$ cat config.mk
export PLATFORM = sky130hd
export DESIGN_NAME = pipe_stall_ctrl
export DESIGN_NICKNAME = d
export VERILOG_FILES = /design/src/rtl/pipe_stall_ctrl_pkg.sv /design/src/rtl/pipe_stall_ctrl_load_use_detect.sv /design/src/rtl/pipe_stall_ctrl.sv
export SDC_FILE = /design/constraint.sdc
export NUM_CORES = 1
export LEC_CHECK = 0
export ABC_AREA = 1
export BUFFER_PORTS_ARGS = -buffer_cell sky130_fd_sc_hd__buf_4
export CORE_MARGIN = 4
export CORE_UTILIZATION = 35
export DETAILED_ROUTE_END_ITERATION = 6
export HOLD_SLACK_MARGIN = 0.08
export PLACE_DENSITY = 0.62
export REMOVE_ABC_BUFFERS = 1
export SETUP_SLACK_MARGIN = 0.5
export SYNTH_ARGS = -nofsm -noshare
export SYNTH_HDL_FRONTEND = slang
export SYNTH_SLANG_ARGS = --single-unit
$ cat constraint.sdc
create_clock -name Clk -period 5 [get_ports Clk]
set_clock_uncertainty 0.05 [all_clocks]
set_input_delay 0.25 -clock Clk [delete_from_list [all_inputs] [get_ports Clk]]
set_output_delay 0.25 -clock Clk [all_outputs]
set_load 0.05 [all_outputs]
$ cat src/rtl/pipe_stall_ctrl_pkg.sv
// Shared encodings and control patterns for the ID-stage stall/flush sequencer.
// The stall pattern doubles as the nop-control constant: ID/EX control fields forced to zero.
package pipe_stall_ctrl_pkg;

    typedef enum logic [1:0] {
        WARMUP   = 2'd0,
        RUN      = 2'd1,
        MUL_BUSY = 2'd2
    } state_t;

    localparam logic [4:0] REG_ZERO = 5'd0;

    typedef struct packed {
        logic pc_write;
        logic ifid_write;
        logic ifid_flush;
        logic idex_bubble;
        logic mul_start;
    } ctrl_t;

    localparam ctrl_t CTRL_PASS = '{pc_write: 1'b1, ifid_write: 1'b1, ifid_flush: 1'b0,
                                    idex_bubble: 1'b0, mul_start: 1'b0};

    localparam ctrl_t CTRL_STALL = '{pc_write: 1'b0, ifid_write: 1'b0, ifid_flush: 1'b0,
                                     idex_bubble: 1'b1, mul_start: 1'b0};

endpackage

$ cat src/rtl/pipe_stall_ctrl_load_use_detect.sv
// Combinational load-use hazard compare between the load in EX and the sources of ID.
module load_use_detect
    import pipe_stall_ctrl_pkg::*;
(
    input  logic       EX_MemRead,
    input  logic [4:0] EX_WriteReg,
    input  logic [4:0] ID_rs,
    input  logic [4:0] ID_rt,
    input  logic       ID_UsesRt,
    output logic       Hazard
);

    logic rs_match;
    logic rt_match;

    assign rs_match = (EX_WriteReg == ID_rs);
    assign rt_match = ID_UsesRt && (EX_WriteReg == ID_rt);

    // Register 0 is hardwired, so a load targeting it never creates a dependency.
    assign Hazard = EX_MemRead && (EX_WriteReg != REG_ZERO) && (rs_match || rt_match);

endmodule

$ cat src/rtl/pipe_stall_ctrl.sv
// Central stall/flush sequencer: warm-up hold-off, load-use stall, multi-cycle multiply stall
// and taken-branch flush, combined into one prioritised decision in the ID stage.
module pipe_stall_ctrl
    import pipe_stall_ctrl_pkg::*;
#(
    parameter int WARMUP_CYCLES = 4,
    parameter int MUL_LATENCY   = 4,
    parameter int CNT_W         = 16
) (
    input  logic             Clk,
    input  logic             Reset,
    input  logic [4:0]       ID_rs,
    input  logic [4:0]       ID_rt,
    input  logic             ID_UsesRt,
    input  logic             ID_IsMul,
    input  logic             ID_BranchTaken,
    input  logic             EX_MemRead,
    input  logic [4:0]       EX_WriteReg,
    output logic             PCWrite,
    output logic             IFIDWrite,
    output logic             IFIDFlush,
    output logic             IDEXBubble,
    output logic             MulStart,
    output logic             Busy,
    output logic [CNT_W-1:0] StallCount
);

    localparam int MAX_CNT = (WARMUP_CYCLES > MUL_LATENCY) ? WARMUP_CYCLES : MUL_LATENCY;
    localparam int CW      = (MAX_CNT > 1) ? $clog2(MAX_CNT) : 1;

    localparam logic [CW-1:0] WARM_INIT = CW'(WARMUP_CYCLES - 1);
    localparam logic [CW-1:0] MUL_INIT  = CW'(MUL_LATENCY - 2);

    state_t           state;
    logic [CW-1:0]    cnt;
    logic [CNT_W-1:0] stall_count;
    logic             mul_issued;
    logic             hazard;
    logic             mul_issue;
    ctrl_t            ctrl;

    load_use_detect u_load_use_detect (
        .EX_MemRead (EX_MemRead),
        .EX_WriteReg(EX_WriteReg),
        .ID_rs      (ID_rs),
        .ID_rt      (ID_rt),
        .ID_UsesRt  (ID_UsesRt),
        .Hazard     (hazard)
    );

    // Stall decisions are combinational so a hazard blocks the pipeline in the cycle it is seen.
    always_comb begin
        ctrl      = CTRL_PASS;
        mul_issue = 1'b0;
        if (!Reset) begin
            case (state)
                WARMUP: begin
                    ctrl = CTRL_PASS;
                end
                MUL_BUSY: begin
                    ctrl = CTRL_STALL;
                end
                RUN: begin
                    if (hazard) begin
                        ctrl = CTRL_STALL;
                    end else if (ID_IsMul && !mul_issued) begin
                        ctrl           = CTRL_STALL;
                        ctrl.mul_start = 1'b1;
                        mul_issue      = 1'b1;
                    end else if (ID_BranchTaken) begin
                        ctrl.ifid_flush = 1'b1;
                    end
                end
                default: begin
                    ctrl = CTRL_PASS;
                end
            endcase
        end
    end

    always_ff @(posedge Clk) begin
        if (Reset) begin
            state       <= WARMUP;
            cnt         <= WARM_INIT;
            stall_count <= '0;
            mul_issued  <= 1'b0;
        end else begin
            mul_issued <= 1'b0;
            if (!ctrl.pc_write && (stall_count != '1)) begin
                stall_count <= stall_count + CNT_W'(1);
            end
            case (state)
                WARMUP: begin
                    if (cnt == '0) begin
                        state <= RUN;
                    end else begin
                        cnt <= cnt - CW'(1);
                    end
                end
                RUN: begin
                    if (mul_issue) begin
                        state <= MUL_BUSY;
                        cnt   <= MUL_INIT;
                    end
                end
                MUL_BUSY: begin
                    // The multiply is still in ID when we return to RUN; block it from re-issuing.
                    if (cnt == '0) begin
                        state      <= RUN;
                        mul_issued <= 1'b1;
                    end else begin
                        cnt <= cnt - CW'(1);
                    end
                end
                default: begin
                    state <= WARMUP;
                    cnt   <= WARM_INIT;
                end
            endcase
        end
    end

    assign PCWrite    = ctrl.pc_write;
    assign IFIDWrite  = ctrl.ifid_write;
    assign IFIDFlush  = ctrl.ifid_flush;
    assign IDEXBubble = ctrl.idex_bubble;
    assign MulStart   = ctrl.mul_start;
    assign Busy       = (state != RUN);
    assign StallCount = stall_count;

endmodule

* Word level (Yosys, flattened, before mapping)
Cells that the tools add are included.
** Cells by class
- Add/sub/neg operators :: 2
- Equal/unequal tests :: 9
- Bitwise logic cells :: 1
- Multiplexer cells :: 17
- Reduce and logical (&&, ||, !) cells :: 15
** Operators with widths (number)
- 16-bit by 1-bit adder with 16-bit output (second input constant) :: 1
- 16-bit != test (second input constant) :: 1
- 5-bit equality test :: 2
- 2-bit 2-to-1 mux :: 5
- 5-bit 2-to-1 mux :: 2
- 5-bit one-hot mux with 2 select lines :: 1
- 2-bit one-hot mux with 2 select lines :: 2
- 1-bit 2-to-1 mux :: 7
- 1-bit logical AND :: 5
- 5-bit nonzero test :: 1
- 2-bit zero test :: 2
- 2-bit by 1-bit != test with 1-bit output (second input constant) :: 2
- 2-bit != test (second input constant) :: 2
- 2-bit AND reduction :: 2
- 2-bit OR reduction :: 2
- 2-bit by 1-bit equality test with 1-bit output (second input constant) :: 1
- 2-bit equality test (second input constant) :: 1
- 1-bit zero test :: 2
- 2-bit by 1-bit subtractor with 2-bit output (second input constant) :: 1
- 1-bit logical OR :: 1
- 1-bit inverter :: 1
** Word-level totals
- Output and inout port bits :: 22
- Word-level logic and storage cells :: 48
- Bits in registers :: 21
- Input port bits :: 21

* Logic depth before layout (Yosys ltp)
- Depth in word-level cells :: 9
- Mapped depth :: 12

* Modules after synthesis
A second synthesis with hierarchy kept.
** Second synthesis, totals
- Cells, all modules :: 273
- Area total of the unflattened synthesis :: 1640.3 µm²
** By module, submodules not included
- pipe_stall_ctrl :: seq. area each 420.4 µm², area each 1433.9 µm², cells an instance 221, times used 1
- load_use_detect :: seq. area each 0.0 µm², area each 206.4 µm², cells an instance 52, times used 1

* Worst setup path after synthesis
No wires, ideal clock.
- Path kind :: reg2out
- From :: register state[0]
- To :: output PCWrite
- Stages on the path, launching flop included :: 7
- Slack :: 2745 ps
- Arrival time :: 1955 ps
- Path through :: dfxtp_1 -> ha_1 -> nor2_1 -> nor2_2 -> clkbuf_1 -> nand2_1 -> buf_4
** Between the ends
- Word-level cells in the longest chain between the ends :: 3
** Ends and longest elaborated chain
- start, declared :: RTL line pipe_stall_ctrl.sv:34 : state_t state;
- start signal, assigned :: RTL line pipe_stall_ctrl.sv:83 : state <= WARMUP;
- start signal, assigned :: RTL line pipe_stall_ctrl.sv:95 : state <= RUN;
- start signal, assigned :: RTL line pipe_stall_ctrl.sv:102 : state <= MUL_BUSY;
- 2-bit by 1-bit equality test with 1-bit output / 2-bit equality test (equally long branches) :: RTL line pipe_stall_ctrl.sv:56 : case (state)
- 5-bit one-hot mux with 2 select lines (*) :: RTL line pipe_stall_ctrl.sv:56
- 5-bit 2-to-1 mux (*) :: RTL line pipe_stall_ctrl.sv:55 : if (!Reset) begin
- end, declared :: RTL line pipe_stall_ctrl.sv:19 : output logic PCWrite,
Every way passes the cells marked *; elsewhere a longest branch is shown, timed or not.

* Worst setup path after layout
- From :: register state[1]
- To :: output IFIDWrite
** Between the ends
- Word-level cells in the longest chain between the ends :: 3
** Ends and longest elaborated chain
- 2-bit by 1-bit equality test with 1-bit output / 2-bit equality test (equally long branches) :: RTL line pipe_stall_ctrl.sv:56
- 5-bit one-hot mux with 2 select lines (*) :: RTL line pipe_stall_ctrl.sv:56
- 5-bit 2-to-1 mux (*) :: RTL line pipe_stall_ctrl.sv:55
- end, declared :: RTL line pipe_stall_ctrl.sv:20 : output logic IFIDWrite,
Marked as above.

==> impl_results.md <==
- Largest net degree at the start of global routing: 23
- GRT Residual Overflow: 0
- Synth-to-layout area growth: 24.25%
- DRT Pass-1 Iters: 5
- Initial antenna violation count: 0
- Via/cell ratio: between 4 and 5
- Tmin final: 2.334 ns
- CP startpoint kind: register
- Global router's overall resource usage: 0.1295
- Fin crit share: 0.4667
- Worst-path clk slew: 0.09 ns
- Die height: 75.17 um
- Initial Util: 0.3626
- Relative slew slack: 0.5123
- Mapped Avg Cell Area: roughly 6.6 um^2
- Post-CTS resize count: 0
- Critical Path RT: around 4.7 ns
- H-tree levels: 1
- DRC viols: 0
- DP HPWL: 2783 um
- Area of the core: between 4000 and 5000 um^2
- First-pass GRT wire length: 5871 um
- Worst-Margin Slew: roughly 0.73 ns
- Bufs on Longest Clock Path: 2
- Critical Path Sink Type: output pin
- CTS Buf Count: 3
- Slew Limit Fails: 0
- WL per Instance: 11.04 um
- Vias: 1563
- GP Congestion: just under 0.8
- Clock Tree Root: clkbuf_8
- Core Rows: 24
- HP Class: input pin to register
- Ant. Diodes: 0
- Final Hold Violating Endpoints: 0
- Data arrival, critical path: between 2 and 2.5 ns
- Post-CTS setup buffer count: 0
- Max-cap violations: 0
- Post-Syn Instances: 239
- Quantity of hold-fixing buffers added after cts: 0
- Fmax: 0.4285 GHz
- Pwr Density: 219.3 nW/um^2
- Total power: ~430 uW
- Die ar.: about 5600 um^2
- Unrepaired setup endpoints after global routing: false
- Yosys cell types: 26
- Synth Register Bits: 21
- Iter 0 DRT Violations: 85
- Routed WL: between 3000 and 4000 um
- LEAKAGE: between 0.0008 and 0.0009 uW
- Post-route ant nets: 0
- Worst Setup Path Type: register to output pin
- Vias in the first global route: about 1400
- Synthesized area: 1579 um^2
- Setup TNS: 0 ns
- IO Pins: 43
- CTS tree: done
- Worst vdd ir: 110.5 uV
- Nets: just over 300
- PortBufs: 42
- Total clock sinks: 21
- Die width: 75.17 um
- Sequential share of the synthesized area: 0.2662
- Worst skew pair latency: around 0.27 ns
- CP max FO: 17
- Synth warn: 0
- Status: complete, no violations
- Final setup fails: 0
- Fraction of layout cells with a size suffix above 1: 0.2446
## cell usage in the layout (no fill, tap or decap), types with 3 or more instances in the layout
master / instances
dfxtp_1: 21
nand2_1: 73
nor3_1: 4
o21ai_0: 3
xnor2_1: 8
ha_1: 6
inv_1: 24
nor2_1: 23
nand4_1: 17
a21oi_2: 8
a21oi_1: 10
xor2_1: 7
inv_2: 6
clkbuf_8: 3
buf_4: 42
nand3_1: 11
## stage by stage
step	instances	instance area (um^2)	util	setup slack, ns	hold WS [ns]
2_1_floorplan	232	1535	-	2.789	0.2624
3_3_place_gp	326	1916	0.4399	3.009	0.3949
3_5_place_dp	326	1916	0.4399	2.975	0.4253
4_1_cts	330	1962	0.4506	2.675	0.2870
5_1_grt	330	1962	0.4506	2.512	0.2961
6_report	330	1962	0.4506	2.666	0.2872
## routing by layer
layer / share of wire / vias to the layer above / track usage
met5: 0 / - / 0
met4: 0.015 / 0 / 0.04660
met3: 0.068 / 4 / 0.01736
met2: 0.44 / 40 / 0.2099
met1: 0.48 / 667 / 0.1756
li1: - / 852 / -
## worst paths after layout
kind,start,end,slack [ns],cells past startpoint
worst min register to register,StallCount[15],StallCount[15],0.44,2
worst max register to register,state[1],StallCount[14],2.95,7
worst max-delay path,state[1],IFIDWrite,2.67,6
worst min-delay path,Reset,StallCount[4],0.29,2
## cell families after synthesis
group	synth area share
flops	0.2662
simple gates	0.4152
compound gates	0.08875
fa+ha+maj	0.04754
buf+inv	0.09905
xor+xnor	0.08320
## synth_stat cells (all sizes together)
library cell,number,share of area
inv,30,0.071
nand4,17,0.067
xnor2,8,0.044
nor2,25,0.066
clkbuf,3,0.0071
nand2,74,0.18
nor3,4,0.013
xor2,7,0.039
a21oi,18,0.076
ha,6,0.048
buf,4,0.021
nand3,15,0.070
o21ai,4,0.013
dfxtp,21,0.27
nand3b,3,0.022
## worst max-delay path: stages, from the launching register on
cell and delay (ns):
dfxtp_1 0.36, inv_1 0.09, ha_1 0.24, nor2_1 0.09, nor2_2 0.57, nand2_1 0.18
buf_4 0.23
## state kept, by name, indices dropped and copies added, names as in the netlist
signal      cells
cnt             2
mul_issued      1
state           2
StallCount     16
## power breakdown
part,internal (uW),total [uW],switching [uW]
logic,48.8,130,80.8
clock network,55.7,116,60.3
registers,176,185,8.61
total,281,430,150
## cell type report
| type | instances | area (um^2) |
|---|---|---|
| clock inverter | 1 | 5.005 |
| tap | 52 | 65.06 |
| sequential | 21 | 420.4 |
| clock buffer | 3 | 41.29 |
| fill | 454 | 2392 |
| timing repair buffer | 42 | 315.3 |
| multi-input combinational | 181 | 1002 |
| inverter | 30 | 112.6 |
No activity file was read; power rests on OpenSTA's default activity.
